`src/rtl/alu_req_arbiter_if.sv`:
```
// Bundle of request, response and ALU-side signals for alu_req_arbiter.
// slave  : the arbiter's view.
// master : the requesters/ALU-side view used by whatever surrounds the arbiter.
interface alu_req_arbiter_if #(
    parameter int WIDTH     = 8,
    parameter int RES_WIDTH = 16
) ();
    logic [1:0]           req_valid_i;
    logic [1:0]           req_ready_o;
    logic [2*WIDTH-1:0]   req_a_i;
    logic [2*WIDTH-1:0]   req_b_i;
    logic [5:0]           req_op_i;
    logic [1:0]           rsp_valid_o;
    logic [1:0]           rsp_ready_i;
    logic [RES_WIDTH-1:0] rsp_data_o;
    logic [WIDTH-1:0]     alu_num1_o;
    logic [WIDTH-1:0]     alu_num2_o;
    logic [2:0]           alu_op_o;
    logic [RES_WIDTH-1:0] alu_result_i;
    logic                 busy_o;
    logic                 grant_o;

    modport slave (
        input  req_valid_i, req_a_i, req_b_i, req_op_i, rsp_ready_i, alu_result_i,
        output req_ready_o, rsp_valid_o, rsp_data_o, alu_num1_o, alu_num2_o,
               alu_op_o, busy_o, grant_o
    );

    modport master (
        output req_valid_i, req_a_i, req_b_i, req_op_i, rsp_ready_i, alu_result_i,
        input  req_ready_o, rsp_valid_o, rsp_data_o, alu_num1_o, alu_num2_o,
               alu_op_o, busy_o, grant_o
    );
endinterface

```
`src/rtl/alu_req_arbiter.sv`:
```
// Round-robin arbiter placing one of two requesters onto a shared ALU,
// waiting a fixed settle time, and handing the captured result back.
module alu_req_arbiter #(
    parameter int WIDTH       = 8,
    parameter int RES_WIDTH   = 16,
    parameter int ALU_LATENCY = 1
) (
    input  logic            clk_i,
    input  logic            reset_i,
    alu_req_arbiter_if.slave bus
);
    localparam int CNT_W = $clog2(ALU_LATENCY + 1);

    typedef enum logic [1:0] {IDLE, WAIT, RESP} state_t;

    state_t               state_reg;
    state_t               state_next;
    logic [CNT_W-1:0]     cnt_reg;
    logic                 last_grant_reg;
    logic                 grant_reg;
    logic [WIDTH-1:0]     num1_reg;
    logic [WIDTH-1:0]     num2_reg;
    logic [2:0]           op_reg;
    logic [RES_WIDTH-1:0] rsp_data_reg;
    logic [1:0]           rsp_valid_reg;

    logic [WIDTH-1:0]     a_sel  [2];
    logic [WIDTH-1:0]     b_sel  [2];
    logic [2:0]           op_sel [2];

    logic                 winner;
    logic                 accept;
    logic                 settle_done;
    logic                 rsp_done;
    logic [1:0]           req_ready;

    // Split the packed per-requester payloads into indexable lanes.
    genvar gi;
    generate
        for (gi = 0; gi < 2; gi++) begin : g_unpack
            assign a_sel[gi]  = bus.req_a_i[gi*WIDTH +: WIDTH];
            assign b_sel[gi]  = bus.req_b_i[gi*WIDTH +: WIDTH];
            assign op_sel[gi] = bus.req_op_i[gi*3 +: 3];
        end
    endgenerate

    // State register.
    always_ff @(posedge clk_i) begin
        if (reset_i) begin
            state_reg <= IDLE;
        end else begin
            state_reg <= state_next;
        end
    end

    // Next-state, winner selection and handshake strobes.
    always_comb begin
        state_next  = state_reg;
        winner      = 1'b0;
        accept      = 1'b0;
        settle_done = 1'b0;
        rsp_done    = 1'b0;
        req_ready   = 2'b00;
        case (state_reg)
            IDLE: begin
                if (bus.req_valid_i != 2'b00) begin
                    accept = 1'b1;
                    // On a tie the requester not served last time wins.
                    if (bus.req_valid_i == 2'b11) begin
                        winner = ~last_grant_reg;
                    end else begin
                        winner = bus.req_valid_i[1];
                    end
                    req_ready  = winner ? 2'b10 : 2'b01;
                    state_next = WAIT;
                end
            end
            WAIT: begin
                if (cnt_reg == CNT_W'(1)) begin
                    settle_done = 1'b1;
                    state_next  = RESP;
                end
            end
            RESP: begin
                // Only the granted requester's ready closes the response.
                if (bus.rsp_ready_i[grant_reg]) begin
                    rsp_done   = 1'b1;
                    state_next = IDLE;
                end
            end
            default: begin
                state_next = IDLE;
            end
        endcase
    end

    // Operand latching, settle counter, result capture and response valid.
    always_ff @(posedge clk_i) begin
        if (reset_i) begin
            cnt_reg        <= '0;
            last_grant_reg <= 1'b1;
            grant_reg      <= 1'b0;
            num1_reg       <= '0;
            num2_reg       <= '0;
            op_reg         <= '0;
            rsp_data_reg   <= '0;
            rsp_valid_reg  <= 2'b00;
        end else begin
            if (accept) begin
                num1_reg       <= a_sel[winner];
                num2_reg       <= b_sel[winner];
                op_reg         <= op_sel[winner];
                grant_reg      <= winner;
                last_grant_reg <= winner;
                cnt_reg        <= CNT_W'(ALU_LATENCY);
            end
            if (state_reg == WAIT) begin
                cnt_reg <= cnt_reg - CNT_W'(1);
            end
            if (settle_done) begin
                rsp_data_reg  <= bus.alu_result_i;
                rsp_valid_reg <= grant_reg ? 2'b10 : 2'b01;
            end
            if (rsp_done) begin
                rsp_valid_reg <= 2'b00;
            end
        end
    end

    assign bus.req_ready_o = req_ready;
    assign bus.rsp_valid_o = rsp_valid_reg;
    assign bus.rsp_data_o  = rsp_data_reg;
    assign bus.alu_num1_o  = num1_reg;
    assign bus.alu_num2_o  = num2_reg;
    assign bus.alu_op_o    = op_reg;
    assign bus.busy_o      = (state_reg != IDLE);
    assign bus.grant_o     = grant_reg;
endmodule
```
`src/flat_wrapper.sv`:
```
// flat-port wrapper written by rule: the top's interface ports become plain ports
module alu_req_arbiter_flat 
#(
    parameter int WIDTH       = 8,
    parameter int RES_WIDTH   = 16,
    parameter int ALU_LATENCY = 1
)
  (clk_i, reset_i, bus_req_valid_i, bus_req_a_i, bus_req_b_i, bus_req_op_i, bus_rsp_ready_i, bus_alu_result_i, bus_req_ready_o, bus_rsp_valid_o, bus_rsp_data_o, bus_alu_num1_o, bus_alu_num2_o, bus_alu_op_o, bus_busy_o, bus_grant_o);
  alu_req_arbiter_if #(.WIDTH(WIDTH), .RES_WIDTH(RES_WIDTH)) bus_i ();
  input  logic clk_i;
  input  logic reset_i;
  input wire logic [$bits(bus_i.req_valid_i)-1:0] bus_req_valid_i;
  input wire logic [$bits(bus_i.req_a_i)-1:0] bus_req_a_i;
  input wire logic [$bits(bus_i.req_b_i)-1:0] bus_req_b_i;
  input wire logic [$bits(bus_i.req_op_i)-1:0] bus_req_op_i;
  input wire logic [$bits(bus_i.rsp_ready_i)-1:0] bus_rsp_ready_i;
  input wire logic [$bits(bus_i.alu_result_i)-1:0] bus_alu_result_i;
  output wire logic [$bits(bus_i.req_ready_o)-1:0] bus_req_ready_o;
  output wire logic [$bits(bus_i.rsp_valid_o)-1:0] bus_rsp_valid_o;
  output wire logic [$bits(bus_i.rsp_data_o)-1:0] bus_rsp_data_o;
  output wire logic [$bits(bus_i.alu_num1_o)-1:0] bus_alu_num1_o;
  output wire logic [$bits(bus_i.alu_num2_o)-1:0] bus_alu_num2_o;
  output wire logic [$bits(bus_i.alu_op_o)-1:0] bus_alu_op_o;
  output wire logic [$bits(bus_i.busy_o)-1:0] bus_busy_o;
  output wire logic [$bits(bus_i.grant_o)-1:0] bus_grant_o;
  assign bus_i.req_valid_i = bus_req_valid_i;
  assign bus_i.req_a_i = bus_req_a_i;
  assign bus_i.req_b_i = bus_req_b_i;
  assign bus_i.req_op_i = bus_req_op_i;
  assign bus_i.rsp_ready_i = bus_rsp_ready_i;
  assign bus_i.alu_result_i = bus_alu_result_i;
  assign bus_req_ready_o = bus_i.req_ready_o;
  assign bus_rsp_valid_o = bus_i.rsp_valid_o;
  assign bus_rsp_data_o = bus_i.rsp_data_o;
  assign bus_alu_num1_o = bus_i.alu_num1_o;
  assign bus_alu_num2_o = bus_i.alu_num2_o;
  assign bus_alu_op_o = bus_i.alu_op_o;
  assign bus_busy_o = bus_i.busy_o;
  assign bus_grant_o = bus_i.grant_o;
  alu_req_arbiter #(.WIDTH(WIDTH), .RES_WIDTH(RES_WIDTH), .ALU_LATENCY(ALU_LATENCY)) u_core (.clk_i(clk_i), .reset_i(reset_i), .bus(bus_i));
endmodule
```
`config.mk`:
```
export PLATFORM = sky130hd
export DESIGN_NAME = alu_req_arbiter_flat
export DESIGN_NICKNAME = d
export VERILOG_FILES = /design/src/rtl/alu_req_arbiter_if.sv /design/src/rtl/alu_req_arbiter.sv /design/src/flat_wrapper.sv
export SDC_FILE = /design/constraint.sdc
export NUM_CORES = 1
export LEC_CHECK = 0
export ABC_AREA = 0
export BUFFER_PORTS_ARGS = -buffer_cell sky130_fd_sc_hd__buf_4
export CORE_ASPECT_RATIO = 2
export CORE_MARGIN = 3
export CORE_UTILIZATION = 30
export CTS_CLUSTER_DIAMETER = 100
export DETAILED_ROUTE_END_ITERATION = 8
export PLACE_DENSITY = 0.53
export SETUP_SLACK_MARGIN = 0.3
export SYNTH_ARGS = -nofsm -noshare
export SYNTH_HDL_FRONTEND = slang
export SYNTH_SLANG_ARGS = --single-unit
export TNS_END_PERCENT = 10
```
`constraint.sdc`:
```
create_clock -name clk_i -period 3.6 [get_ports clk_i]
set_clock_uncertainty 0.05 [all_clocks]
set_input_delay 0 -clock clk_i [delete_from_list [all_inputs] [get_ports clk_i]]
set_output_delay 0 -clock clk_i [all_outputs]
set_load 0.05 [all_outputs]
```
# Word-level counts from Yosys, hierarchy flattened
# Index checks and enable logic that the tools add are counted.
totals:
  regBits: 42
  inputBits: 60
  wordCells: 58
op_classes:
  add_sub_neg: 1
  order_cmp: 2
  n_eq_ne: 6
  muxes: 32
  n_bitwise: 2
  reduce_logical: 6
ops:
  columns: ["operator", "n"]
  rows:
  - ["8-bit 2-to-1 mux", 6]
  - ["1-bit 2-to-1 mux", 15]
  - ["2-bit 2-to-1 mux", 7]
  - ["3-bit 2-to-1 mux", 3]
  - ["2-bit by 1-bit inequality test with 1-bit output (second input constant)", 3]
  - ["2-bit one-hot mux with 3 select lines", 1]
  - ["2-bit nonzero test", 3]
  - ["2-bit == test (second input constant)", 2]
  - ["3-bit AND reduction", 1]
  - ["2-bit by 1-bit == test with 1-bit output (second input constant)", 1]
  - ["2-bit >= comparator (second input constant)", 1]
  - ["2-bit logical NOT", 1]
  - ["1-bit by 2-bit < comparator with 1-bit output (second input constant)", 1]
  - ["1-bit inverter with 2-bit output", 1]
  - ["2-bit OR reduction", 1]
  - ["1-bit inverter", 1]
  - ["1-bit subtractor (second input constant)", 1]

# Longest topological paths before layout
# Gate-level depths: netlist (run 1).
logic_depth:
  ltp_word: 10
  mapped_depth: 5
  depth_no_buf: 4

# Least setup slack after synthesis (run 1)
# Ideal clock, no wire load.
synth_path:
  path_type: "register to output"
  startpoint: "register u_core.state_reg[0]"
  endpoint: "output port bus_req_ready_o[0]"
  arrival_ps: 1314
  path_slack_ps: 2236
  stages_incl_launch_ff: 4
  n_path_buf: 0
  path_cell_list: "dfxtp_1 nor2_4 nand2_1 nor2_1"
synth_between:
  elab_chain_cells: 2
synth_rtl:
  columns: ["item", "line_no", "source"]
  rows:
  - ["start, declared", "alu_req_arbiter.sv:16", "state_t state_reg;"]
  - ["start signal, assigned", "alu_req_arbiter.sv:52", "state_reg <= state_next;"]
  - ["2-bit logical NOT", "alu_req_arbiter.sv:64", "case (state_reg)"]
  - ["2-bit 2-to-1 mux", "alu_req_arbiter.sv:64", null]
  - ["end, declared", "flat_wrapper.sv:18", "output wire logic [$bits(bus_i.req_ready_o)-1:0] bus_req_ready_o;"]
# Every way passes these cells.

# Final worst setup path (run 1)
layout_path:
  startpoint: "register u_core.state_reg[0]"
  endpoint: "register u_core.num2_reg[4] (netlist: u_core.bus.alu_num2_o[4])"
layout_between:
  elab_chain_cells: 6
  word_cells_on_any_way: 7
layout_rtl:
  columns: ["item", "line_no", "source"]
  rows:
  - ["2-bit logical NOT *", "alu_req_arbiter.sv:64", null]
  - ["1-bit 2-to-1 mux", "alu_req_arbiter.sv:64", null]
  - ["1-bit inverter with 2-bit output (implied by the code)", "alu_req_arbiter.sv:111", "num2_reg <= b_sel[winner];"]
  - ["8-bit 2-to-1 mux (implied by the code) (3 in series)", "alu_req_arbiter.sv:111", null]
  - ["end signal, assigned", "alu_req_arbiter.sv:111", null]
  - ["end, declared", "alu_req_arbiter.sv:22", "logic [WIDTH-1:0] num2_reg;"]
# Every way passes the cells marked *; elsewhere a longest branch is shown, timed or not. The select of a mux whose other input is x is not followed.
# A chain may end at the register's enable or synchronous reset.

==> results of run 1 <==
[metal layers]
metal | share of wire, % | GRT usage [%] | up-vias
met5 | 0 | 0 | -
met4 | 5.2 | 11.5 | 0
met3 | 3.6 | 2.26 | 19
met1 | 36 | 17.1 | 897
met2 | 55 | 30.8 | 65
li1 | - | - | 1034
[logic make-up (layout without fill, tap and decap cells)]
| family | after synthesis | after routing | share of synthesized area (%) |
|---|---|---|---|
| multiplexers | 1 | 1 | 0.524 |
| AND/OR/NAND/NOR | 89 | 89 | 20.6 |
| AO/OA/AOI/OAI | 64 | 64 | 27.4 |
| flip-flops | 42 | 42 | 44.0 |
| buffers and inverters | 19 | 163 | 7.47 |
[critical path, cell delays in order (launching register included)]
cell and delay [ns]:
sky130_fd_sc_hd__dfxtp_1 0.39, sky130_fd_sc_hd__nor2_4 0.53, sky130_fd_sc_hd__inv_4 0.10, sky130_fd_sc_hd__nor2_8 0.34, sky130_fd_sc_hd__a311oi_2 0.16, sky130_fd_sc_hd__dlygate4sd3_1 0.59
[where the power goes]
group          switching (mW)  leakage (nW)  internal, mW
sequential             0.0323         0.345         0.510
combinational           0.301          1.03         0.212
clock                   0.178        0.0829         0.342
total                   0.511          1.45          1.06
[path summary, 6_finish.rpt]
| kind | cells after the start | start | to |
|---|---|---|---|
| setup / recovery | 5 | u_core.state_reg[0] | u_core.bus.alu_num2_o[4] |
| hold / removal | 4 | bus_rsp_ready_i[0] | u_core.state_reg[1] |
| setup reg to reg | 5 | u_core.state_reg[0] | u_core.bus.alu_num2_o[4] |
| hold reg to reg | 2 | u_core.bus.rsp_data_o[14] | u_core.bus.rsp_data_o[14] |
[area by class of cell]
type                       instances  area [µm²]  share of cell area [%]
timing repair buffer             154        1290                    38.6
tap                               84         105                    3.14
multi-input combinational        154         927                    27.7
sequential                        42         841                    25.1
inverter                           2        10.0                   0.299
clock buffer                       6         139                    4.15
clock inverter                     1        30.0                   0.898
[per-stage QoR]
step                      cell area [µm²]  instances  setup WS (ns)
after floorplan                      1910        215           2.24
after global placement               2630        382           1.92
after detailed placement             2630        382           1.89
after CTS                            3340        443           1.33
after global routing                 3340        443           1.17
final                                3340        443           1.32
[placed cells by master (no fill, tap or decap), types with 4 or more instances in the layout]
master / n
sky130_fd_sc_hd__a21oi_1: 28
sky130_fd_sc_hd__a21oi_2: 10
sky130_fd_sc_hd__a311oi_1: 8
sky130_fd_sc_hd__a311oi_2: 11
sky130_fd_sc_hd__buf_4: 100
sky130_fd_sc_hd__clkbuf_16: 5
sky130_fd_sc_hd__dfxtp_1: 42
sky130_fd_sc_hd__dlygate4sd3_1: 54
sky130_fd_sc_hd__nand2_1: 73
sky130_fd_sc_hd__nor2_1: 4
==> impl_metrics.env, run 1 <==
export IMPL_synth_seq_cells=42
export IMPL_dominantRegCellSynth="sky130_fd_sc_hd__dfxtp_1"
export IMPL_final_hold_viol_count=0
export IMPL_min_period_over_period_pct=63.3
export IMPL_synth_yosys_seq_area_share_pct=44.0
export IMPL_antenna_found_initial=0
export IMPL_critical_setup_path_kind="flop to flop"
export IMPL_p_total_mw=1.58
export IMPL_finalMaxSlewViolations=0
export IMPL_route_detailed_wl_per_inst_um=13.6
export IMPL_leakagePower_nw=1.45
export IMPL_ios=101
export IMPL_cts_repair_resize_count=0
export IMPL_post_synth_instance_area_um2=1910
export IMPL_clock_tree_buffer_depth=2
export IMPL_synthesis_instances=215
export IMPL_globalRouteOverflowTotal=0
export IMPL_critPathLaunchType="flop"
export IMPL_synth_cell_type_count=34
export IMPL_vias_in_the_first_global_route=2176
export IMPL_synth_area_leader_cell="sky130_fd_sc_hd__dfxtp_1"
export IMPL_dieWidth_um=62.4
export IMPL_synthDominantCellAreaShare_pct=44.0
export IMPL_synth_warn=0
export IMPL_post_route_util_pct=54.8
export IMPL_core_area_um2=6110
export IMPL_top_achievable_clock_speed_ghz=0.439
export IMPL_drive_above_1_share_pct=37.3
export IMPL_tritoncts="yes"
export IMPL_max_reg_flops=16
export IMPL_n_fill_cell=606
export IMPL_relSlewSlack_pct=39.7
export IMPL_grt_start_max_net_pins=42
export IMPL_postCtsHoldBufs=54
export IMPL_outcome="finished clean"
export IMPL_timing_reg2reg_setup_slack_ns=1.32
export IMPL_insertion_delay_ns=0.28
export IMPL_number_of_enable_flip_flop_cells_after_synthesis=0
export IMPL_dp_final_hpwl_um=3980
export IMPL_floorplan_die_area_um2=7420
export IMPL_crit_path_end_kind="flop"
export IMPL_cts_made_buffers=5
export IMPL_hp_class="primary input to flop"
export IMPL_ys_async_sr_fraction_pct=0
export IMPL_drc=0
export IMPL_initialDrtViolationCount=43
export IMPL_placement_io_buffers=100
export IMPL_synth_most_common_cell="sky130_fd_sc_hd__nand2_1"
export IMPL_worst_ep_arrival_time_ns=2.40
export IMPL_layout_min_cycle_time_ns=2.28
export IMPL_unrepaired_setup_endpoints_after_global_routing="no"
export IMPL_floorplan_die_height_um=119
export IMPL_cts_clk_slew_worst_paths_ns=0.06
export IMPL_syn_area_per_cell_um2=8.89
export IMPL_synth_to_final_area_change_pct=75.0
export IMPL_cts_htree_levels=2
export IMPL_grt_total_usage_pct=16.8
export IMPL_worst_pin_slew_ns=0.899
export IMPL_dr_pass1_iters=4
export IMPL_path_max_fanout=24
export IMPL_final_setup_tns_ns=0
export IMPL_crit_required_ns=3.72
export IMPL_synth_fp_nets=275
export IMPL_setup_viol=0
export IMPL_worst_ir_drop_vdd_uv=226
export IMPL_ant_nets=0
export IMPL_final_nets=419
export IMPL_num_rows=40
export IMPL_gpl_final_weighted_congestion=0.698
export IMPL_numClockSinks=42
export IMPL_vias=2015
export IMPL_totalWireLength_um=6040
export IMPL_diodes=0
export IMPL_grt_first_pass_wirelength_um=9930
export IMPL_initial_core_util_pct=31.3
export IMPL_drv_max_cap_violation_count=0
export IMPL_hold_ws_ns=0.0162
export IMPL_power_density_nw_per_um2=471
export IMPL_synth_area_top_cells="sky130_fd_sc_hd__dfxtp_1 44%, sky130_fd_sc_hd__nand2_1 14%, sky130_fd_sc_hd__a311oi_2 8.6%"
export IMPL_ctsRootBufferMaster="sky130_fd_sc_hd__clkbuf_16"
export IMPL_average_via_count_per_standard_cell=4.55
export IMPL_synth_cells_most_frequent="73 x sky130_fd_sc_hd__nand2_1, 42 x sky130_fd_sc_hd__dfxtp_1, 28 x sky130_fd_sc_hd__a21oi_1"
export IMPL_cts_setup_buffers=0
(Power assumes the default switching activity.)
==> run 2, diff against run 1 <==
- ABC_AREA: 0 -> 1
- clock period: 3.6 -> 2.1 ns (I/O delays scaled with it)
==> impl_metrics.env, run 2 <==
export IMPL_clock_tree_buffer_depth=2
export IMPL_worst_ir_drop_vdd_uv=689
export IMPL_finalMaxSlewViolations=0
export IMPL_relSlewSlack_pct=70.5
export IMPL_critical_path_max_stage_delay_ns=0.37
export IMPL_average_via_count_per_standard_cell=4.41
export IMPL_diodes=0
export IMPL_crit_path_end_kind="primary output"
export IMPL_synth_area_leader_cell="sky130_fd_sc_hd__dfxtp_1"
export IMPL_place_detailed_instances=432
export IMPL_leakagePower_nw=1.56
export IMPL_worst_ep_arrival_time_ns=1.50
export IMPL_post_route_util_pct=55.4
export IMPL_initialDrtViolationCount=100
export IMPL_floorplan_die_height_um=120
export IMPL_final_common_cell="sky130_fd_sc_hd__buf_4"
export IMPL_drv_max_cap_violation_count=0
export IMPL_floorplan_die_area_um2=7510
export IMPL_timing_critical_path_cells="nor2_4, nand2_4, nor2_1, buf_4"
export IMPL_num_rows=40
export IMPL_dieWidth_um=62.8
export IMPL_timing_critical_path_slowest_stage_cell="sky130_fd_sc_hd__dfxtp_1"
export IMPL_outcome="finished clean"
export IMPL_placement_io_buffers=100
export IMPL_min_period_over_period_pct=73.7
export IMPL_ant_nets=0
export IMPL_ios=101
export IMPL_clkPwrFrac_pct=29.3
export IMPL_max_reg_flops=16
export IMPL_worst_pin_slew_ns=0.442
export IMPL_timing_rr_start="u_core.state_reg[0]"
export IMPL_globalRouteOverflowTotal=0
export IMPL_final_nets=472
export IMPL_synth_yosys_seq_area_share_pct=43.4
export IMPL_final_setup_worst_slack_ns=0.553
export IMPL_n_fill_cell=581
export IMPL_numClockSinks=42
export IMPL_hp_class="primary input to flop"
export IMPL_grt_total_usage_pct=16.9
export IMPL_setup_worst_path_start="u_core.state_reg[0]"
export IMPL_insertion_delay_ns=0.29
export IMPL_number_of_enable_flip_flop_cells_after_synthesis=0
export IMPL_combinationalPowerShare_pct=34.8
export IMPL_vias_in_the_first_global_route=2253
export IMPL_grt_start_max_net_pins=43
export IMPL_core_area_um2=6110
export IMPL_antenna_found_initial=0
export IMPL_layout_min_cycle_time_ns=1.55
export IMPL_syn_area_per_cell_um2=7.36
export IMPL_dr_pass1_iters=4
export IMPL_p_total_mw=2.58
export IMPL_final_hold_viol_count=0
export IMPL_tritoncts="yes"
export IMPL_synthesis_instances=263
export IMPL_power_density_nw_per_um2=762
export IMPL_synth_most_common_cell="sky130_fd_sc_hd__nand2_1"
export IMPL_critPathLaunchType="flop"
export IMPL_drive_above_1_share_pct=32.6
export IMPL_synth_to_final_area_change_pct=74.8
export IMPL_synthDominantCellAreaShare_pct=43.4
export IMPL_crit_required_ns=2.05
export IMPL_route_detailed_wl_per_inst_um=12.3
export IMPL_synth_cell_type_count=21
export IMPL_timing_reg2reg_setup_slack_ns=0.66
export IMPL_ctsRootBufferMaster="sky130_fd_sc_hd__clkbuf_16"
export IMPL_path_max_fanout=42
export IMPL_cts_made_buffers=5
export IMPL_grt_first_pass_wirelength_um=10100
export IMPL_critical_setup_path_kind="flop to primary output"
export IMPL_p_sw_share_pct=35.0
export IMPL_final_seq_area_um2=841
export IMPL_synth_seq_cells=42
export IMPL_multiInputGateArea_um2=841
export IMPL_totalWireLength_um=6110
export IMPL_holdCritStartpoint="reset_i"
export IMPL_unrepaired_setup_endpoints_after_global_routing="no"
export IMPL_layoutNonFillerInstCount=495
export IMPL_setup_viol=0
export IMPL_share_seq_of_total_power_pct=36.0
export IMPL_top_achievable_clock_speed_ghz=0.646
export IMPL_dominantRegCellSynth="sky130_fd_sc_hd__dfxtp_1"
export IMPL_vias=2185
export IMPL_cts_htree_levels=2
export IMPL_drc=0
export IMPL_post_synth_instance_area_um2=1940
export IMPL_initial_core_util_pct=31.7
export IMPL_synth_fp_nets=323
export IMPL_netSwitchingPower_mw=0.903
export IMPL_dp_final_hpwl_um=3990
export IMPL_internal_portion_of_total_power_mw=1.67
export IMPL_ys_async_sr_fraction_pct=0
export IMPL_synth_area_top_cells="sky130_fd_sc_hd__dfxtp_1 43%, sky130_fd_sc_hd__nand2_1 15%, sky130_fd_sc_hd__a21oi_1 12%"
export IMPL_cts_clk_slew_worst_paths_ns=0.06
export IMPL_synth_cells_most_frequent="76 x sky130_fd_sc_hd__nand2_1, 48 x sky130_fd_sc_hd__a21oi_1, 42 x sky130_fd_sc_hd__dfxtp_1"
export IMPL_preCtsSetupSlack_ns=0.628
export IMPL_synth_warn=0
export IMPL_final_setup_tns_ns=0
export IMPL_gpl_final_weighted_congestion=0.778
export IMPL_commonest_cells_after_routing_fill_and_taps_aside="103 x sky130_fd_sc_hd__buf_4, 76 x sky130_fd_sc_hd__nand2_1, 56 x sky130_fd_sc_hd__dlygate4sd3_1, 48 x sky130_fd_sc_hd__a21oi_1, 42 x sky130_fd_sc_hd__dfxtp_1"
run 2: routing by layer:
metal	track usage, %	routed length [µm]
met1	15.7	2240
met2	32.0	3300
met3	4.49	377
met4	9.96	200
met5	0	0
run 2: path summary, 6_finish.rpt:
kind / cells after the start / to
setup reg to reg: 5 / u_core.bus.rsp_valid_o[1]
hold reg to reg: 2 / u_core.bus.rsp_data_o[6]
hold / removal: 2 / u_core.state_reg[1]
setup / recovery: 4 / bus_req_ready_o[0]
run 2: through the flow:
stage / cell area [µm²] / hold WS (ns)
floorplan: 1940 / 0.0927
global placement: 2680 / 0.203
detailed placement: 2680 / 0.208
CTS: 3370 / 0.0109
global route: 3380 / 0.0125
finish: 3380 / 0.00954
run 2: power groups by stage:
stage	logic [mW]	registers, mW	clock network [mW]
after floorplan	0.334	1.19	0
after global placement	0.809	0.944	0
after detailed placement	0.816	0.944	0
after CTS	0.899	0.927	0.791
after global routing	0.966	0.939	0.812
final	0.897	0.927	0.754
run 2: critical path: cells and delay by family (launching register included):
| family | cells | cell delay, ns |
|---|---|---|
| buf+inv | 1 | 0.22 |
| simple gates | 3 | 0.61 |
| flops | 1 | 0.37 |
run 2: final cells by class:
cell class,count,area share [%]
flip-flops and latches,42,24.9
multi-input cells,173,24.9
clock buffers,6,4.11
inverters,30,3.51
repair buffers,159,39.4
well taps,84,3.11
repair inverters,1,0.148
run 2: cell families after synthesis:
kind of cell    Yosys count  share of synthesized area (%)
compound gates           60                           17.5
flops                    42                           43.4
buf+inv                  48                           13.1
simple gates            113                           26.0
run 2: what timing repair did:
item                                   in CTS  in global routing
hold buffers                               56                  0
gates resized for setup                     0                  1
setup buffers                               0                  0
endpoints found under the hold margin      36                  0
setup endpoints to repair                   0                  1
==> run 3, diff against run 2 <==
- ABC_AREA: 1 -> 0
- PLACE_DENSITY: 0.53 -> 0.55
- clock period: 2.1 -> 1.4 ns (I/O delays scaled with it)
==> impl_metrics.env, run 3 (synthesis results as in run 1) <==
export IMPL_worst_ir_drop_vdd_uv=660
export IMPL_preCtsSetupSlack_ns=0.0489
export IMPL_route_detailed_wl_per_inst_um=13.9
export IMPL_numClockSinks=42
export IMPL_setup_worst_path_start="u_core.state_reg[0]"
export IMPL_hp_class="primary input to flop"
export IMPL_average_via_count_per_standard_cell=4.56
export IMPL_floorplan_die_area_um2=7420
export IMPL_power_density_nw_per_um2=1110
export IMPL_final_hold_viol_count=0
export IMPL_design_area_um2=3540
export IMPL_leakagePower_nw=1.54
export IMPL_final_nets=437
export IMPL_path_max_fanout=5
export IMPL_terminus_of_the_critical_flop_to_flop_path="u_core.bus.alu_num1_o[3]"
export IMPL_final_setup_tns_ns=0
export IMPL_worst_ep_arrival_time_ns=1.25
export IMPL_critical_setup_path_kind="flop to primary output"
export IMPL_final_setup_worst_slack_ns=0.101
export IMPL_antenna_found_initial=0
export IMPL_post_dp_cell_area_um2=2720
export IMPL_post_route_util_pct=58.0
export IMPL_drc=0
export IMPL_timing_rr_start="u_core.state_reg[0]"
export IMPL_ctsRootBufferMaster="sky130_fd_sc_hd__clkbuf_16"
export IMPL_commonest_cells_after_routing_fill_and_taps_aside="110 x sky130_fd_sc_hd__buf_4, 71 x sky130_fd_sc_hd__nand2_1, 54 x sky130_fd_sc_hd__dlygate4sd3_1, 38 x sky130_fd_sc_hd__dfxtp_1, 28 x sky130_fd_sc_hd__a21oi_1"
export IMPL_ios=101
export IMPL_insertion_delay_ns=0.28
export IMPL_final_common_cell="sky130_fd_sc_hd__buf_4"
export IMPL_synth_to_final_area_change_pct=85.3
export IMPL_diodes=0
export IMPL_ant_nets=0
export IMPL_core_area_um2=6110
export IMPL_critPathLaunchType="flop"
export IMPL_worst_reg_to_reg_cells=6
export IMPL_setup_viol=0
export IMPL_relSlewSlack_pct=62.5
export IMPL_placement_io_buffers=100
export IMPL_dp_final_hpwl_um=4030
export IMPL_crit_path_end_kind="primary output"
export IMPL_timing_reg2reg_setup_slack_ns=0.12
export IMPL_vias=2101
export IMPL_max_reg_flops=16
export IMPL_grt_first_pass_wirelength_um=10400
export IMPL_hold_ws_ns=0.0246
export IMPL_drv_max_cap_violation_count=0
export IMPL_clock_tree_buffer_depth=2
export IMPL_drive_above_1_share_pct=41.9
export IMPL_cts_made_buffers=5
export IMPL_cts_htree_levels=2
export IMPL_dieWidth_um=62.4
export IMPL_finalMaxSlewViolations=0
export IMPL_vias_in_the_first_global_route=2219
export IMPL_grt_start_max_net_pins=42
export IMPL_unrepaired_setup_endpoints_after_global_routing="yes"
export IMPL_crit_required_ns=1.35
export IMPL_floorplan_die_height_um=119
export IMPL_outcome="finished clean"
export IMPL_layout_min_cycle_time_ns=1.30
export IMPL_totalWireLength_um=6410
export IMPL_initial_core_util_pct=31.3
export IMPL_tritoncts="yes"
export IMPL_min_period_over_period_pct=92.8
export IMPL_globalRouteOverflowTotal=0
export IMPL_top_achievable_clock_speed_ghz=0.770
export IMPL_gpl_final_weighted_congestion=0.684
export IMPL_dr_pass1_iters=4
export IMPL_n_fill_cell=563
export IMPL_worst_pin_slew_ns=0.563
export IMPL_num_rows=40
export IMPL_timing_critical_path_to="bus_req_ready_o[0]"
export IMPL_cts_clk_slew_worst_paths_ns=0.06
export IMPL_grt_total_usage_pct=17.6
export IMPL_initialDrtViolationCount=83
run 3: cell types whose count changed in the layout (fill, tap and decap cells not counted), sizes merged, moves of 2 or more:
cell         before  now
buf             103  118
a21oi            58   38
nand3b            0    2
clkinvlp          2    0
a311oi            0   19
inv              29    2
nor2              4    6
dlygate4sd3      56   54
nand2            85   74
nand3            22    0
run 3: worst min-delay path by stage:
stage / from / to / slack, ns / cells past startpoint
floorplan: reset_i / u_core.state_reg[0] / 0.03 / 1
global placement: bus_alu_result_i[4] / u_core.bus.rsp_data_o[4] / 0.20 / 3
detailed placement: bus_alu_result_i[12] / u_core.bus.rsp_data_o[12] / 0.20 / 3
CTS: bus_rsp_ready_i[1] / u_core.state_reg[1] / 0.02 / 4
global route: bus_rsp_ready_i[1] / u_core.state_reg[1] / 0.04 / 4
finish: bus_rsp_ready_i[1] / u_core.state_reg[1] / 0.02 / 4
run 3: layer usage:
| metal | up-vias | GRT usage [%] | share of wire [%] |
|---|---|---|---|
| li1 | 1065 | - | - |
| met1 | 954 | 17.2 | 35 |
| met2 | 67 | 33.6 | 57 |
| met3 | 15 | 3.02 | 4.1 |
| met4 | 0 | 10.1 | 3.9 |
| met5 | - | 0 | 0 |
run 3: final cells by class:
class	count	area (µm²)	share of cell area (%)
multi-input cells	154	961	27.1
inverters	2	12.5	0.353
repair buffers	172	1480	41.7
clock buffers	7	133	3.75
well taps	84	105	2.97
flip-flops and latches	42	851	24.0
run 3: power by group:
part           total, mW  switching, mW  internal [mW]
logic               1.44          0.818          0.617
registers           1.39         0.0775           1.31
clock network       1.08          0.432          0.652
total               3.91           1.33           2.58
run 3: timing repair:
action / 4_1_cts / 5_1_grt
setup buffers: 10 / 0
endpoints found under the setup margin: 43 / 45
resized for setup: 14 / 3
hold endpoints to repair: 35 / 0
pin swaps: 4 / 0
hold buffers: 54 / 0
run 3: critical path: stages, from the launching register on:
cell and delay, ns:
sky130_fd_sc_hd__dfxtp_4 0.35, sky130_fd_sc_hd__nor2_4 0.19, sky130_fd_sc_hd__buf_6 0.14, sky130_fd_sc_hd__nand2_4 0.05, sky130_fd_sc_hd__nor2_4 0.09, sky130_fd_sc_hd__buf_8 0.15
run 3: through the flow:
step                      cells  total power [mW]
after floorplan             215              2.23
after global placement      390              2.61
after detailed placement    390              2.62
after CTS                   461              3.95
after global routing        461              4.10
final                       461              3.91
